`src/rtl/dcs_ctrl_pkg.sv`:
```
// Shared types and helpers for the DCS clock-select control path.
package dcs_ctrl_pkg;

  localparam int NUM_CLK = 4;
  localparam int SEL_W   = 2;

  // Selection FSM states.
  typedef enum logic [1:0] {
    WAIT_LOCK = 2'd0,
    GAP       = 2'd1,
    RUN       = 2'd2
  } state_t;

  // Clock index to the one-hot CLKSEL pattern.
  function automatic logic [NUM_CLK-1:0] onehot(input logic [SEL_W-1:0] idx);
    return 4'b0001 << idx;
  endfunction

endpackage

```
`src/rtl/dcs_sel_ctrl_btn_debounce.sv`:
```
// One button: 2-FF synchronizer, polarity normalization, debounce counter
// and a single-cycle pulse on each accepted released->pressed transition.
module btn_debounce #(
  parameter int DEBOUNCE_CYCLES = 500000,
  parameter bit ACTIVE_LOW      = 1'b1
) (
  input  logic clk,
  input  logic rst,
  input  logic btn,
  output logic press
);

  localparam int             CNT_W    = $clog2(DEBOUNCE_CYCLES + 1);
  localparam logic [CNT_W-1:0] CNT_LAST = CNT_W'(DEBOUNCE_CYCLES - 1);
  // The synchronizer resets to the raw "released" level so that reset
  // itself never looks like a press to the debounce counter.
  localparam logic           RAW_IDLE = ACTIVE_LOW ? 1'b1 : 1'b0;

  logic             sync1_r;
  logic             sync2_r;
  logic             level_s;
  logic             deb_r;
  logic [CNT_W-1:0] cnt_r;

  assign level_s = ACTIVE_LOW ? ~sync2_r : sync2_r;

  // Bring the raw button into the clk domain.
  always_ff @(posedge clk or posedge rst) begin
    if (rst) begin
      sync1_r <= RAW_IDLE;
      sync2_r <= RAW_IDLE;
    end else begin
      sync1_r <= btn;
      sync2_r <= sync1_r;
    end
  end

  // Accept a new level only after it has held for DEBOUNCE_CYCLES samples.
  always_ff @(posedge clk or posedge rst) begin
    if (rst) begin
      deb_r <= 1'b0;
      cnt_r <= '0;
      press <= 1'b0;
    end else if (level_s == deb_r) begin
      cnt_r <= '0;
      press <= 1'b0;
    end else if (cnt_r == CNT_LAST) begin
      deb_r <= level_s;
      cnt_r <= '0;
      press <= level_s;
    end else begin
      cnt_r <= cnt_r + {{(CNT_W-1){1'b0}}, 1'b1};
      press <= 1'b0;
    end
  end

endmodule

```
`src/rtl/dcs_sel_ctrl.sv`:
```
// Control stage in front of a 4-input DCS: debounced button requests plus
// PLL lock become a CLKSEL word that is always one-hot or all-zero, with an
// all-zero gap inserted before every new selection.
module dcs_sel_ctrl
  import dcs_ctrl_pkg::*;
#(
  parameter int DEBOUNCE_CYCLES = 500000,
  parameter int GAP_CYCLES      = 16,
  parameter int DEFAULT_SEL     = 0,
  parameter bit BTN_ACTIVE_LOW  = 1'b1
) (
  input  logic               clk,
  input  logic               rst,
  input  logic [NUM_CLK-1:0] btn,
  input  logic               lock,
  output logic [NUM_CLK-1:0] clksel,
  output logic [SEL_W-1:0]   sel_idx,
  output logic               busy
);

  localparam int               GAP_W    = $clog2(GAP_CYCLES + 1);
  localparam logic [GAP_W-1:0] GAP_LAST = GAP_W'(GAP_CYCLES - 1);
  localparam logic [SEL_W-1:0] DEF_IDX  = SEL_W'(DEFAULT_SEL);

  logic [NUM_CLK-1:0] press_s;
  logic               evt_s;
  logic [SEL_W-1:0]   evt_idx_s;
  logic [SEL_W-1:0]   next_sel_s;
  logic               lock1_r;
  logic               lock2_r;
  logic [GAP_W-1:0]   gap_cnt_r;
  state_t             state_r;

  genvar gi;
  generate
    for (gi = 0; gi < NUM_CLK; gi++) begin : g_btn
      btn_debounce #(
        .DEBOUNCE_CYCLES (DEBOUNCE_CYCLES),
        .ACTIVE_LOW      (BTN_ACTIVE_LOW)
      ) u_deb (
        .clk   (clk),
        .rst   (rst),
        .btn   (btn[gi]),
        .press (press_s[gi])
      );
    end
  endgenerate

  // Same-cycle presses resolve to the lowest index.
  always_comb begin
    evt_s     = |press_s;
    evt_idx_s = 2'd0;
    casez (press_s)
      4'b???1: evt_idx_s = 2'd0;
      4'b??10: evt_idx_s = 2'd1;
      4'b?100: evt_idx_s = 2'd2;
      4'b1000: evt_idx_s = 2'd3;
      default: evt_idx_s = 2'd0;
    endcase
  end

  assign next_sel_s = evt_s ? evt_idx_s : sel_idx;

  // Bring PLL lock into the clk domain.
  always_ff @(posedge clk or posedge rst) begin
    if (rst) begin
      lock1_r <= 1'b0;
      lock2_r <= 1'b0;
    end else begin
      lock1_r <= lock;
      lock2_r <= lock1_r;
    end
  end

  // Selection FSM: lock loss wins over everything, but a press always
  // retargets sel_idx so the next lock/gap lands on the latest request.
  always_ff @(posedge clk or posedge rst) begin
    if (rst) begin
      state_r   <= WAIT_LOCK;
      gap_cnt_r <= '0;
      clksel    <= 4'b0000;
      sel_idx   <= DEF_IDX;
      busy      <= 1'b1;
    end else begin
      sel_idx <= next_sel_s;
      if (!lock2_r) begin
        state_r   <= WAIT_LOCK;
        gap_cnt_r <= '0;
        clksel    <= 4'b0000;
        busy      <= 1'b1;
      end else begin
        case (state_r)
          WAIT_LOCK: begin
            state_r   <= GAP;
            gap_cnt_r <= '0;
            clksel    <= 4'b0000;
            busy      <= 1'b1;
          end
          GAP: begin
            if (gap_cnt_r == GAP_LAST) begin
              state_r <= RUN;
              clksel  <= onehot(next_sel_s);
              busy    <= 1'b0;
            end else begin
              gap_cnt_r <= gap_cnt_r + {{(GAP_W-1){1'b0}}, 1'b1};
              clksel    <= 4'b0000;
              busy      <= 1'b1;
            end
          end
          RUN: begin
            if (evt_s && (evt_idx_s != sel_idx)) begin
              state_r   <= GAP;
              gap_cnt_r <= '0;
              clksel    <= 4'b0000;
              busy      <= 1'b1;
            end else begin
              clksel <= onehot(sel_idx);
              busy   <= 1'b0;
            end
          end
          default: begin
            state_r   <= WAIT_LOCK;
            gap_cnt_r <= '0;
            clksel    <= 4'b0000;
            busy      <= 1'b1;
          end
        endcase
      end
    end
  end

endmodule

```
`config.mk`:
```
export PLATFORM = sky130hd
export DESIGN_NAME = dcs_sel_ctrl
export DESIGN_NICKNAME = d
export VERILOG_FILES = /design/src/rtl/dcs_ctrl_pkg.sv /design/src/rtl/dcs_sel_ctrl_btn_debounce.sv /design/src/rtl/dcs_sel_ctrl.sv
export SDC_FILE = /design/constraint.sdc
export NUM_CORES = 1
export LEC_CHECK = 0
export CELL_PAD_IN_SITES_DETAIL_PLACEMENT = 1
export CELL_PAD_IN_SITES_GLOBAL_PLACEMENT = 1
export CORE_ASPECT_RATIO = 0.8
export CORE_UTILIZATION = 30
export DETAILED_ROUTE_END_ITERATION = 7
export PLACE_DENSITY = 0.64
export RECOVER_POWER = 25
export SETUP_SLACK_MARGIN = 0.15
export SLEW_MARGIN = 25
export SYNTH_ARGS = -nofsm -noshare
export SYNTH_HDL_FRONTEND = slang
export SYNTH_SLANG_ARGS = --single-unit
```
`constraint.sdc`:
```
create_clock -name clk -period 3.8 [get_ports clk]
set_input_delay 0.95 -clock clk [delete_from_list [all_inputs] [get_ports clk]]
set_output_delay 0.95 -clock clk [all_outputs]
set_load 0.005 [all_outputs]
```
==> run metrics <==
placed insts=roughly 730; largest area contributor in the synthesized netlist=dfrtp_1; critical path peak fanout=6; Overflow after GRT=0; Final HPWL DP=between 7 and 8 mm; Yosys warning count=0; skew final=around 16 ps; fin crit period=~2300 ps; number of buffers inserted during clock tree synthesis=9; endpoint class of the critical path=output port; count of TritonRoute iterations in the first routing pass=4; largest delay contributor family on the critical path=buffers and inverters; RePlAce Congestion=0.765; area of the die=17400 µm²; number of synthesized flops with an enable pin=0; final worst path period share=61.8%; Area contributors post-synth=dfrtp_1 49%, nor2_1 7.1%, xor2_1 6.9%, xnor2_1 5.5%, dfstp_2 4.7%; drc violations=0; syn_area_per_cell=~10 µm²; top-area cell type share of the netlist area=between 40% and 50%; area of the core=16500 µm²; setup TNS after final layout=0 ps; number of nets at the end of the flow=between 500 and 600; number of distinct library cell variants in the gate-level netlist after synthesis=38; highest ir drop seen on vdd=approximately 300 µV; Worst slew margin=26.2%; count of hold buffers inserted by post-cts repair=0; total length of routed wires=approximately 10 mm; number of antenna violations at the first check in global routing=0; worst hold-check path type=reg2reg; delay of the slowest cell on the worst path=570 ps; utilization of the core after routing=approximately a third; met1 routing resource usage after global routing=a little under a fifth; CTS Sinks=approximately 110; met2 usage=20.2%; initial cell density of the core=30.6%; clock tree buffer depth=2; path type of the worst setup path=reg2out; number of H-tree levels=3; Slowest cell on crit path=clkdlybuf4s50_1; CP cell instances=clkdlybuf4s50_1; number of filler instances in the final layout=around 1900; routing layer with the top usage in global route=met2; overall die height=about 120 µm; clock root buffer=clkbuf_16; Setup crit start kind=flip-flop; via count normalized by instance count=~4.7; final non-filler cell total=744; number of buffers inserted by post-CTS setup repair=0; combined buffer and inverter count along the critical path=1; cells after synthesis=~500; proportion of register bits with asynchronous set or reset after synthesis=between 90% and 100%; clock tree from TritonCTS=yes; Fmax achieved=426 MHz; count of pins over their slew limit=0; count of instances resized after the clock tree is built=0; unrepaired setup endpoints after global routing=false; pin count of the biggest net entering global routing=52; Critical Path RT=2850 ps; post-synthesis net count=521; Final Setup Violations=0; Mapped Area=5050 µm²; outcome=complete, no violations; number of placement rows=42; total design power=2.24 mW; antenna cells=0; dominant register cell in the synthesized netlist=dfrtp_1; data arrival time of the critical path=approximately 1400 ps; met3 usage=2.67%; overall via count from detail_route=around 3500; share of the yosys chip area belonging to registers=a little over half; Maximum Capacitance Violations=0; most used cells in the layout excluding fill and tap cells=99 x dfrtp_1, 96 x nor2_1, 40 x xor2_1; Port Buffers=13; 1st-iter DRT viols=between 150 and 200; clock latency reported for the late side of the worst-skew pair=~350 ps; area growth from synthesis to layout=13.5%; proportion of layout cells with a drive suffix above 1=~6.1%; num ports=14; number of global-route vias before repair=between 3000 and 4000; Pwr per Cell Area=390 nW/µm²; DR WL/cell=13.8 µm; total global routing track utilization=about an eighth; wire length of the first global-routing pass=18.3 mm; Worst-Margin Slew=1100 ps; Final Hold Violating Endpoints=0; Horiz. Die Dim=147 µm; leakage power=around 2.4 nW; Clock transition at path regs=around 80 ps; most common library cell in the layout ignoring fill and taps=dfrtp_1; register bit total from synthesis=~110; antenna-violating nets left=0
==> cell type report <==
type | instances | area [µm²] | share of cell area (%)
Tap cell | 220 | 275 | 4.80
Multi-Input combinational cell | 365 | 2210 | 38.6
Clock buffer | 10 | 229 | 3.99
Inverter | 20 | 76.3 | 1.33
Timing Repair Buffer | 15 | 158 | 2.75
Clock inverter | 6 | 72.6 | 1.26
Sequential cell | 108 | 2710 | 47.3
==> metal layers <==
layer / part of all wire [%] / up-vias / wire length (µm)
met5: 0 / - / 0
met4: 1.1 / 0 / 110
met3: 1.9 / 10 / 197
met2: 46 / 22 / 4750
met1: 51 / 1745 / 5240
li1: - / 1719 / -
==> cell families (layout without fill, tap and decap cells) <==
| logic type | count (synthesis) | count (layout) | share of synthesized area (%) |
|---|---|---|---|
| buffers and inverters | 31 | 51 | 2.50 |
| DFF | 108 | 108 | 53.7 |
| muxes | 4 | 4 | 0.792 |
| and+or+nand+nor | 256 | 256 | 25.0 |
| xor gates and xnor gates | 72 | 72 | 12.5 |
| adders and majority gates | 10 | 10 | 2.48 |
| AOI/OAI and AO/OA | 23 | 23 | 3.07 |
==> sequential cells by signal, summed over array words and instances (netlist names), 2 cells and up <==
register             flops
clksel                   4
g_btn.u_deb.cnt_r       76
g_btn.u_deb.deb_r        4
g_btn.u_deb.press        4
g_btn.u_deb.sync1_r      4
g_btn.u_deb.sync2_r      4
gap_cnt_r                5
sel_idx                  2
state_r                  2
==> Yosys cell counts, types with 9 or more instances <==
cell / instances
dfrtp_1: 99
nor2_1: 96
nand3_1: 33
nand4_1: 15
nor3_1: 18
nand2_1: 34
dfstp_2: 9
xnor2_1: 32
xor2_1: 40
inv_1: 20
ha_1: 10
and3_1: 11
==> where the power goes <==
group	total (mW)	leakage [nW]	switching, mW	internal [mW]
Clock	0.954	0.144	0.435	0.519
Sequential	1.19	1.46	0.0198	1.17
Combinational	0.0907	0.748	0.0608	0.0299
==> through the flow <==
stage	cell area [µm²]	hold slack (ps)	worst slack (ps)
2_1_floorplan	5060	331	1560
3_3_place_gp	5440	341	1510
3_5_place_dp	5440	351	1490
4_1_cts	5740	357	1420
5_1_grt	5740	364	1300
6_report	5740	354	1450
==> path summary, 6_finish.rpt <==
check,startpoint,to,slack (ps),depth (start not counted)
worst max-delay path,sel_idx[1],sel_idx[1],1450,1
worst min-delay path,lock1_r,lock2_r,350,0
worst max register to register,g_btn[0].u_deb.cnt_r[0],g_btn[0].u_deb.cnt_r[16],1580,6
worst min register to register,lock1_r,lock2_r,350,0
max in group asynchronous,rst,g_btn[1].u_deb.sync2_r,1520,3
min in group asynchronous,rst,g_btn[3].u_deb.cnt_r[17],1260,2
(Power assumes the default switching activity.)
